### src/rtl/tr_sequencer.sv
// T/R switching sequencer: orders relay, PA bias and RF enable on key-down and the reverse on key-up,
// with programmable tick-based settle delays, receiver mute and a latched TX watchdog.
module tr_sequencer #(
    parameter int unsigned TICK_DIV   = 25,
    parameter logic [5:0]  CMD_ADDR   = 6'h2E,
    parameter int unsigned MS_DIV     = 2500,
    parameter int unsigned MS_PER_SEC = 1000
) (
    input  logic        clk,
    input  logic        rst,
    input  logic [5:0]  cmd_addr,
    input  logic [31:0] cmd_data,
    input  logic        cmd_rqst,
    input  logic        tx_req,
    input  logic        tx_inhibit,
    input  logic        pa_enable,
    input  logic        vna,
    output logic        pa_tr,
    output logic        pa_bias_en,
    output logic        tx_rf_en,
    output logic        rx_mute,
    output logic        fault,
    output logic [2:0]  seq_state
);

    localparam int unsigned CNT_W = $clog2(255 * TICK_DIV + 1);
    localparam int unsigned PRE_W = (MS_DIV > 1) ? $clog2(MS_DIV) : 1;
    localparam int unsigned MSC_W = (MS_PER_SEC > 1) ? $clog2(MS_PER_SEC) : 1;

    localparam logic [7:0] RELAY_RST = 8'd20;
    localparam logic [7:0] BIAS_RST  = 8'd5;
    localparam logic [7:0] TAIL_RST  = 8'd10;
    localparam logic [7:0] WD_RST    = 8'd0;

    typedef enum logic [2:0] {
        S_IDLE     = 3'd0,
        S_KEYRELAY = 3'd1,
        S_KEYBIAS  = 3'd2,
        S_TX       = 3'd3,
        S_TAIL     = 3'd4,
        S_UNBIAS   = 3'd5,
        S_RELEASE  = 3'd6
    } state_t;

    state_t             r_state;
    state_t             w_state_nxt;
    logic [7:0]         r_relay_dly;
    logic [7:0]         r_bias_dly;
    logic [7:0]         r_tail_dly;
    logic [7:0]         r_wd_sec;
    logic [CNT_W-1:0]   r_cnt;
    logic [PRE_W-1:0]   r_ms_pre;
    logic [MSC_W-1:0]   r_ms_cnt;
    logic [7:0]         r_sec;

    logic               w_req_eff;
    logic               w_use_pa;
    logic               w_done;
    logic               w_ms_tick;
    logic               w_sec_tick;
    logic [7:0]         w_sec_nxt;
    logic               w_wd_exp;
    logic               w_fault_set;
    logic [7:0]         w_dly_sel;
    logic [CNT_W-1:0]   w_dly_cyc;
    logic [CNT_W-1:0]   w_cnt_load;
    logic               w_tr;
    logic               w_bias;
    logic               w_rf;
    logic               w_mute;
    logic               w_cfg_wr;

    assign w_req_eff  = tx_req & ~tx_inhibit & ~fault;
    assign w_use_pa   = pa_enable & ~vna;
    assign w_done     = (r_cnt == '0);
    assign w_cfg_wr   = cmd_rqst && (cmd_addr == CMD_ADDR);
    assign seq_state  = r_state;

    // Watchdog: ms prescaler and second counter; expiry looks at the count this edge produces.
    assign w_ms_tick  = (r_ms_pre == PRE_W'(MS_DIV - 1));
    assign w_sec_tick = w_ms_tick && (r_ms_cnt == MSC_W'(MS_PER_SEC - 1));
    assign w_sec_nxt  = (w_sec_tick && (r_sec != 8'hFF)) ? r_sec + 8'd1 : r_sec;
    assign w_wd_exp   = (r_wd_sec != 8'd0) && (w_sec_nxt >= r_wd_sec);

    // Next-state logic; request aborts win over dwell completion.
    always_comb begin
        w_state_nxt = r_state;
        w_fault_set = 1'b0;
        case (r_state)
            S_IDLE: begin
                if (w_req_eff) w_state_nxt = S_KEYRELAY;
            end
            S_KEYRELAY: begin
                if (!w_req_eff)  w_state_nxt = S_RELEASE;
                else if (w_done) w_state_nxt = S_KEYBIAS;
            end
            S_KEYBIAS: begin
                if (!w_req_eff)                w_state_nxt = S_UNBIAS;
                else if (w_done || !w_use_pa)  w_state_nxt = S_TX;
            end
            S_TX: begin
                if (!w_req_eff) begin
                    w_state_nxt = S_TAIL;
                end else if (w_wd_exp) begin
                    w_state_nxt = S_TAIL;
                    w_fault_set = 1'b1;
                end
            end
            S_TAIL: begin
                if (w_req_eff)   w_state_nxt = S_TX;
                else if (w_done) w_state_nxt = S_UNBIAS;
            end
            S_UNBIAS: begin
                if (w_req_eff)                 w_state_nxt = S_KEYBIAS;
                else if (w_done || !w_use_pa)  w_state_nxt = S_RELEASE;
            end
            S_RELEASE: begin
                if (w_req_eff)   w_state_nxt = S_KEYRELAY;
                else if (w_done) w_state_nxt = S_IDLE;
            end
            default: w_state_nxt = S_IDLE;
        endcase
    end

    // Output decode and dwell load value for the state being entered.
    always_comb begin
        w_tr      = 1'b0;
        w_bias    = 1'b0;
        w_rf      = 1'b0;
        w_mute    = 1'b0;
        w_dly_sel = 8'd0;
        case (w_state_nxt)
            S_KEYRELAY: begin w_tr = 1'b1; w_mute = 1'b1; w_dly_sel = r_relay_dly; end
            S_KEYBIAS:  begin w_tr = 1'b1; w_bias = 1'b1; w_mute = 1'b1; w_dly_sel = r_bias_dly; end
            S_TX:       begin w_tr = 1'b1; w_bias = 1'b1; w_rf = 1'b1; w_mute = 1'b1; end
            S_TAIL:     begin w_tr = 1'b1; w_bias = 1'b1; w_mute = 1'b1; w_dly_sel = r_tail_dly; end
            S_UNBIAS:   begin w_tr = 1'b1; w_mute = 1'b1; w_dly_sel = r_bias_dly; end
            S_RELEASE:  begin w_mute = 1'b1; w_dly_sel = r_relay_dly; end
            default:    ;
        endcase
    end

    assign w_dly_cyc  = CNT_W'(w_dly_sel) * CNT_W'(TICK_DIV);
    assign w_cnt_load = (w_dly_cyc == '0) ? '0 : w_dly_cyc - CNT_W'(1);

    always_ff @(posedge clk) begin
        if (rst) begin
            r_state <= S_IDLE;
        end else begin
            r_state <= w_state_nxt;
        end
    end

    // Dwell counter reloads on every state entry, so the tick phase restarts each time.
    always_ff @(posedge clk) begin
        if (rst) begin
            r_cnt <= '0;
        end else if (w_state_nxt != r_state) begin
            r_cnt <= w_cnt_load;
        end else if (r_cnt != '0) begin
            r_cnt <= r_cnt - CNT_W'(1);
        end
    end

    always_ff @(posedge clk) begin
        if (rst || (r_state != S_TX) || (w_state_nxt != S_TX)) begin
            r_ms_pre <= '0;
            r_ms_cnt <= '0;
            r_sec    <= 8'd0;
        end else begin
            r_ms_pre <= w_ms_tick ? '0 : r_ms_pre + PRE_W'(1);
            if (w_ms_tick) begin
                r_ms_cnt <= w_sec_tick ? '0 : r_ms_cnt + MSC_W'(1);
            end
            r_sec <= w_sec_nxt;
        end
    end

    always_ff @(posedge clk) begin
        if (rst) begin
            r_relay_dly <= RELAY_RST;
            r_bias_dly  <= BIAS_RST;
            r_tail_dly  <= TAIL_RST;
            r_wd_sec    <= WD_RST;
        end else if (w_cfg_wr) begin
            r_relay_dly <= cmd_data[7:0];
            r_bias_dly  <= cmd_data[15:8];
            r_tail_dly  <= cmd_data[23:16];
            r_wd_sec    <= cmd_data[31:24];
        end
    end

    // Gated, registered drive outputs follow the state being entered.
    always_ff @(posedge clk) begin
        if (rst) begin
            pa_tr      <= 1'b0;
            pa_bias_en <= 1'b0;
            tx_rf_en   <= 1'b0;
            rx_mute    <= 1'b0;
        end else begin
            pa_tr      <= w_tr & ~vna;
            pa_bias_en <= w_bias & w_use_pa;
            tx_rf_en   <= w_rf;
            rx_mute    <= w_mute;
        end
    end

    // Fault latches on expiry and releases only once the operator lets go of the request.
    always_ff @(posedge clk) begin
        if (rst || !tx_req) begin
            fault <= 1'b0;
        end else if (w_fault_set) begin
            fault <= 1'b1;
        end
    end

endmodule

### config.mk
export PLATFORM = sky130hd
export DESIGN_NAME = tr_sequencer
export DESIGN_NICKNAME = d
export VERILOG_FILES = /design/src/rtl/tr_sequencer.sv
export SDC_FILE = /design/constraint.sdc
export NUM_CORES = 1
export LEC_CHECK = 0
export ABC_CLOCK_PERIOD_IN_PS = 8750
export CAP_MARGIN = 0
export CORE_ASPECT_RATIO = 1.1
export CORE_MARGIN = 8
export CORE_UTILIZATION = 54
export CTS_BUF_LIST = sky130_fd_sc_hd__clkbuf_4 sky130_fd_sc_hd__clkbuf_8
export CTS_CLUSTER_DIAMETER = 100
export DETAILED_ROUTE_END_ITERATION = 8
export DONT_BUFFER_PORTS = 1
export HOLD_SLACK_MARGIN = 0.06
export PLACE_DENSITY = 0.72
export SLEW_MARGIN = 20
export SYNTH_ARGS = -nofsm -noshare
export SYNTH_HDL_FRONTEND = slang
export SYNTH_SLANG_ARGS = --single-unit
### constraint.sdc
create_clock -name clk -period 8.75 [get_ports clk]
set_input_delay 1.75 -clock clk [delete_from_list [all_inputs] [get_ports clk]]
set_output_delay 1.75 -clock clk [all_outputs]
set_load 0.05 [all_outputs]
==> impl_metrics.env <==
export IMPL_post_drt_wl_per_cell_um=15.05
export IMPL_root_buffer="clkbuf_8"
export IMPL_crit_arrival_ns=8.52
export IMPL_grt_overflow=0
export IMPL_dieArea_sq_um=12780
export IMPL_p_sw_frac=0.4564
export IMPL_synth_nets=703
export IMPL_ant_nets=0
export IMPL_pwr_share_seq=0.218
export IMPL_post_route_drc_count=0
export IMPL_pin_count=53
export IMPL_synth_compound_area_frac=0.1523
export IMPL_min_period_ns=8.272
export IMPL_num_vias=4155
export IMPL_grt_max_degree=38
export IMPL_synth_most_common_cell="nand2_1"
export IMPL_synthMuxAreaShare=0.008612
export IMPL_status="finished clean"
export IMPL_syn_area_sq_um=5085
export IMPL_maxSlewHeadroom=0.3176
export IMPL_cp_slowest_cell="or4b_1"
export IMPL_postSynthCellCount=613
export IMPL_finalInstanceArea_sq_um=5559
export IMPL_critPathMaxFanout=6
export IMPL_grt_pass1_wl_um=18380
export IMPL_skew_ns=0.01478
export IMPL_regArea_sq_um=1662
export IMPL_ys_async_sr_fraction=0
export IMPL_synth_top_cell_by_area="dfxtp_1"
export IMPL_fp_coreArea_sq_um=9259
export IMPL_synth_area_leaders="dfxtp_1 33%, ha_1 10%, nand2_1 7.6%"
export IMPL_critPathMostFrequentCell="ha_1"
export IMPL_final_hold_violation_count=0
export IMPL_hp_class="flip-flop to flip-flop"
export IMPL_crit_type="flip-flop to flip-flop"
export IMPL_place_gp_congestion=0.8712
export IMPL_dr_pass1_iters=5
export IMPL_fin_util=0.6004
export IMPL_switchingPower_uw=1062
export IMPL_drive_above_1_share=0.1195
export IMPL_synth_top_area_frac=0.3268
export IMPL_die_h_um=117.8
export IMPL_synthDistinctLibCells=65
export IMPL_first_global_vias=4164
export IMPL_ys_warn_count=0
export IMPL_cp_end_kind="flip-flop"
export IMPL_cts_buffers=9
export IMPL_required_ns=9.00
export IMPL_cpPeakStageDelay_ns=0.58
export IMPL_synth_xor_area_frac=0.09154
export IMPL_antenna_found_initial=0
export IMPL_synth_seq_area_share=0.3268
export IMPL_htreeDepth=3
export IMPL_synthFlopType="dfxtp_1"
export IMPL_drt_iter0_markers=189
export IMPL_finalSetupViolCount=0
export IMPL_synthTopCellsByCount="103 x nand2_1, 83 x dfxtp_1, 47 x nor2_1, 42 x a21oi_1, 42 x ha_1"
export IMPL_synth_avg_cell_area_sq_um=8.295
export IMPL_gr_usage_all_layers=0.1758
export IMPL_hold_buffers=0
export IMPL_synth_seq_cells=83
export IMPL_clock_sinks=83
export IMPL_synth_adder_area_share=0.1152
export IMPL_cts_max_path_buffers=2
export IMPL_cts_tree="built"
export IMPL_vias_per_cell=5.645
export IMPL_multi_input_area_sq_um=3284
export IMPL_period_share=0.9453
export IMPL_worst_pin_slew_ns=1.016
export IMPL_start_kind="flip-flop"
export IMPL_synth_edf_count=0
export IMPL_wl_um=11080
export IMPL_synth_top_family_by_area="simple AND/OR/NAND/NOR gates"
export IMPL_yosys_area_share_simple=0.2571
export IMPL_die_width_um=108.5
export IMPL_initial_core_util=0.5492
export IMPL_clkPwrFrac=0.145
export IMPL_combinationalPowerShare=0.637
export IMPL_insertion_delay_ns=0.37
export IMPL_peakVddDrop_v=0.0002251
export IMPL_power_density_nw_per_um2=418.5
export IMPL_area_growth_pct=9.326
export IMPL_p_int_uw=1264
export IMPL_place_port_buffers=0
export IMPL_insertedDiodeCount=0
export IMPL_hpwlAfterDp_um=8602
export IMPL_nets=704
export IMPL_placed_area_sq_um=5187
export IMPL_drv_cap=0
export IMPL_nFillCells=839
export IMPL_power_uw=2326
export IMPL_maxSlewViolCount=0
export IMPL_fp_row_count=37
export IMPL_clkTransAtPathRegs_ns=0.08
export IMPL_p_leak_uw=0.002210
export IMPL_max_freq_ghz=0.1209
## cells in the final DEF, fill, tap and decap left out, types with 4 or more instances in the layout
cell type,synthesis,layout
o21ai_2,11,11
and3_1,10,10
nand4_1,10,10
nor3_1,8,7
nor4_1,4,4
buf_4,0,11
xnor2_1,26,24
clkbuf_8,0,10
inv_1,35,35
nand2_1,103,102
nor3b_1,5,5
nand3_1,27,27
and2_1,5,4
dfxtp_1,83,83
o21ai_0,16,15
nor2b_1,16,16
ha_1,42,42
nor2_1,47,44
a21oi_1,42,42
nand2b_1,5,5
xor2_1,24,24
## layer usage
metal  vias to the layer above  global-route usage  part of all wire
met3                        16             0.04929             0.051
met5                         -                   0                 0
met2                        72              0.2895              0.48
met1                      1955              0.2039              0.44
met4                         0             0.08141             0.020
li1                       2112                   -                 -
## sequential cells by signal, indices dropped and copies added, names as in the netlist
name / flops
fault: 1
pa_bias_en: 1
pa_tr: 1
r_bias_dly: 8
r_cnt: 13
r_ms_cnt: 10
r_ms_pre: 12
r_relay_dly: 8
r_sec: 8
r_tail_dly: 8
r_wd_sec: 8
rx_mute: 1
seq_state: 3
tx_rf_en: 1
## what timing repair did
action                                  4_1_cts  5_1_grt
hold endpoints to repair                      0        0
gates resized for setup                       0       18
buffers inserted                              0        4
endpoints found under the setup margin        0       13
## through the flow
stage               setup WS (ns)  setup TNS, ns  cells  hold WS (ns)
floorplan                  0.1547              0    613        0.4318
detailed placement         0.1091              0    715        0.4465
global placement           0.3332              0    715        0.4382
global route             -0.03057       -0.03696    736        0.4803
CTS                       0.02610              0    731        0.4581
finish                     0.4783              0    736        0.4571
## cells by family (layout without fill, tap and decap cells)
logic type	after synthesis	after routing
and+or+nand+nor	263	264
adders and majority gates	45	45
AOI/OAI and AO/OA	110	110
buffers and inverters	57	62
muxes	4	4
xor gates and xnor gates	51	51
DFF	83	83
## path summary, 6_finish.rpt
check / startpoint / endpoint / slack [ns] / depth (start not counted)
hold reg to reg: r_tail_dly[4] / r_tail_dly[4] / 0.46 / 2
setup / recovery: r_ms_pre[4] / r_cnt[12] / 0.48 / 32
hold / removal: r_tail_dly[4] / r_tail_dly[4] / 0.46 / 2
setup reg to reg: r_ms_pre[4] / r_cnt[12] / 0.48 / 32
## final cells by class
cell class | count | share of cell area
Tap cell | 117 | 0.02633
Clock buffer | 11 | 0.02611
Sequential cell | 83 | 0.2989
Inverter | 35 | 0.02363
Timing Repair Buffer | 11 | 0.01485
Clock inverter | 5 | 0.01936
Multi-Input combinational cell | 474 | 0.5908
## power by group through the flow
stage,registers [uW],clock network [uW],logic (uW)
floorplan,493,0,1180
global placement,512,0,1350
detailed placement,516,0,1400
CTS,506,346,1410
global route,513,362,1660
finish,507,337,1480
## worst max-delay path, delay by kind of cell (launching register included)
kind | cells | cell delay, ns
adder cells (fa/ha/maj) | 5 | 1.58
multiplexers | 1 | 0.37
flip-flops | 1 | 0.35
buffers and inverters | 3 | 0.20
AO/OA/AOI/OAI | 10 | 2.05
AND/OR/NAND/NOR | 13 | 3.62
Power figures use the tool's default switching activity.
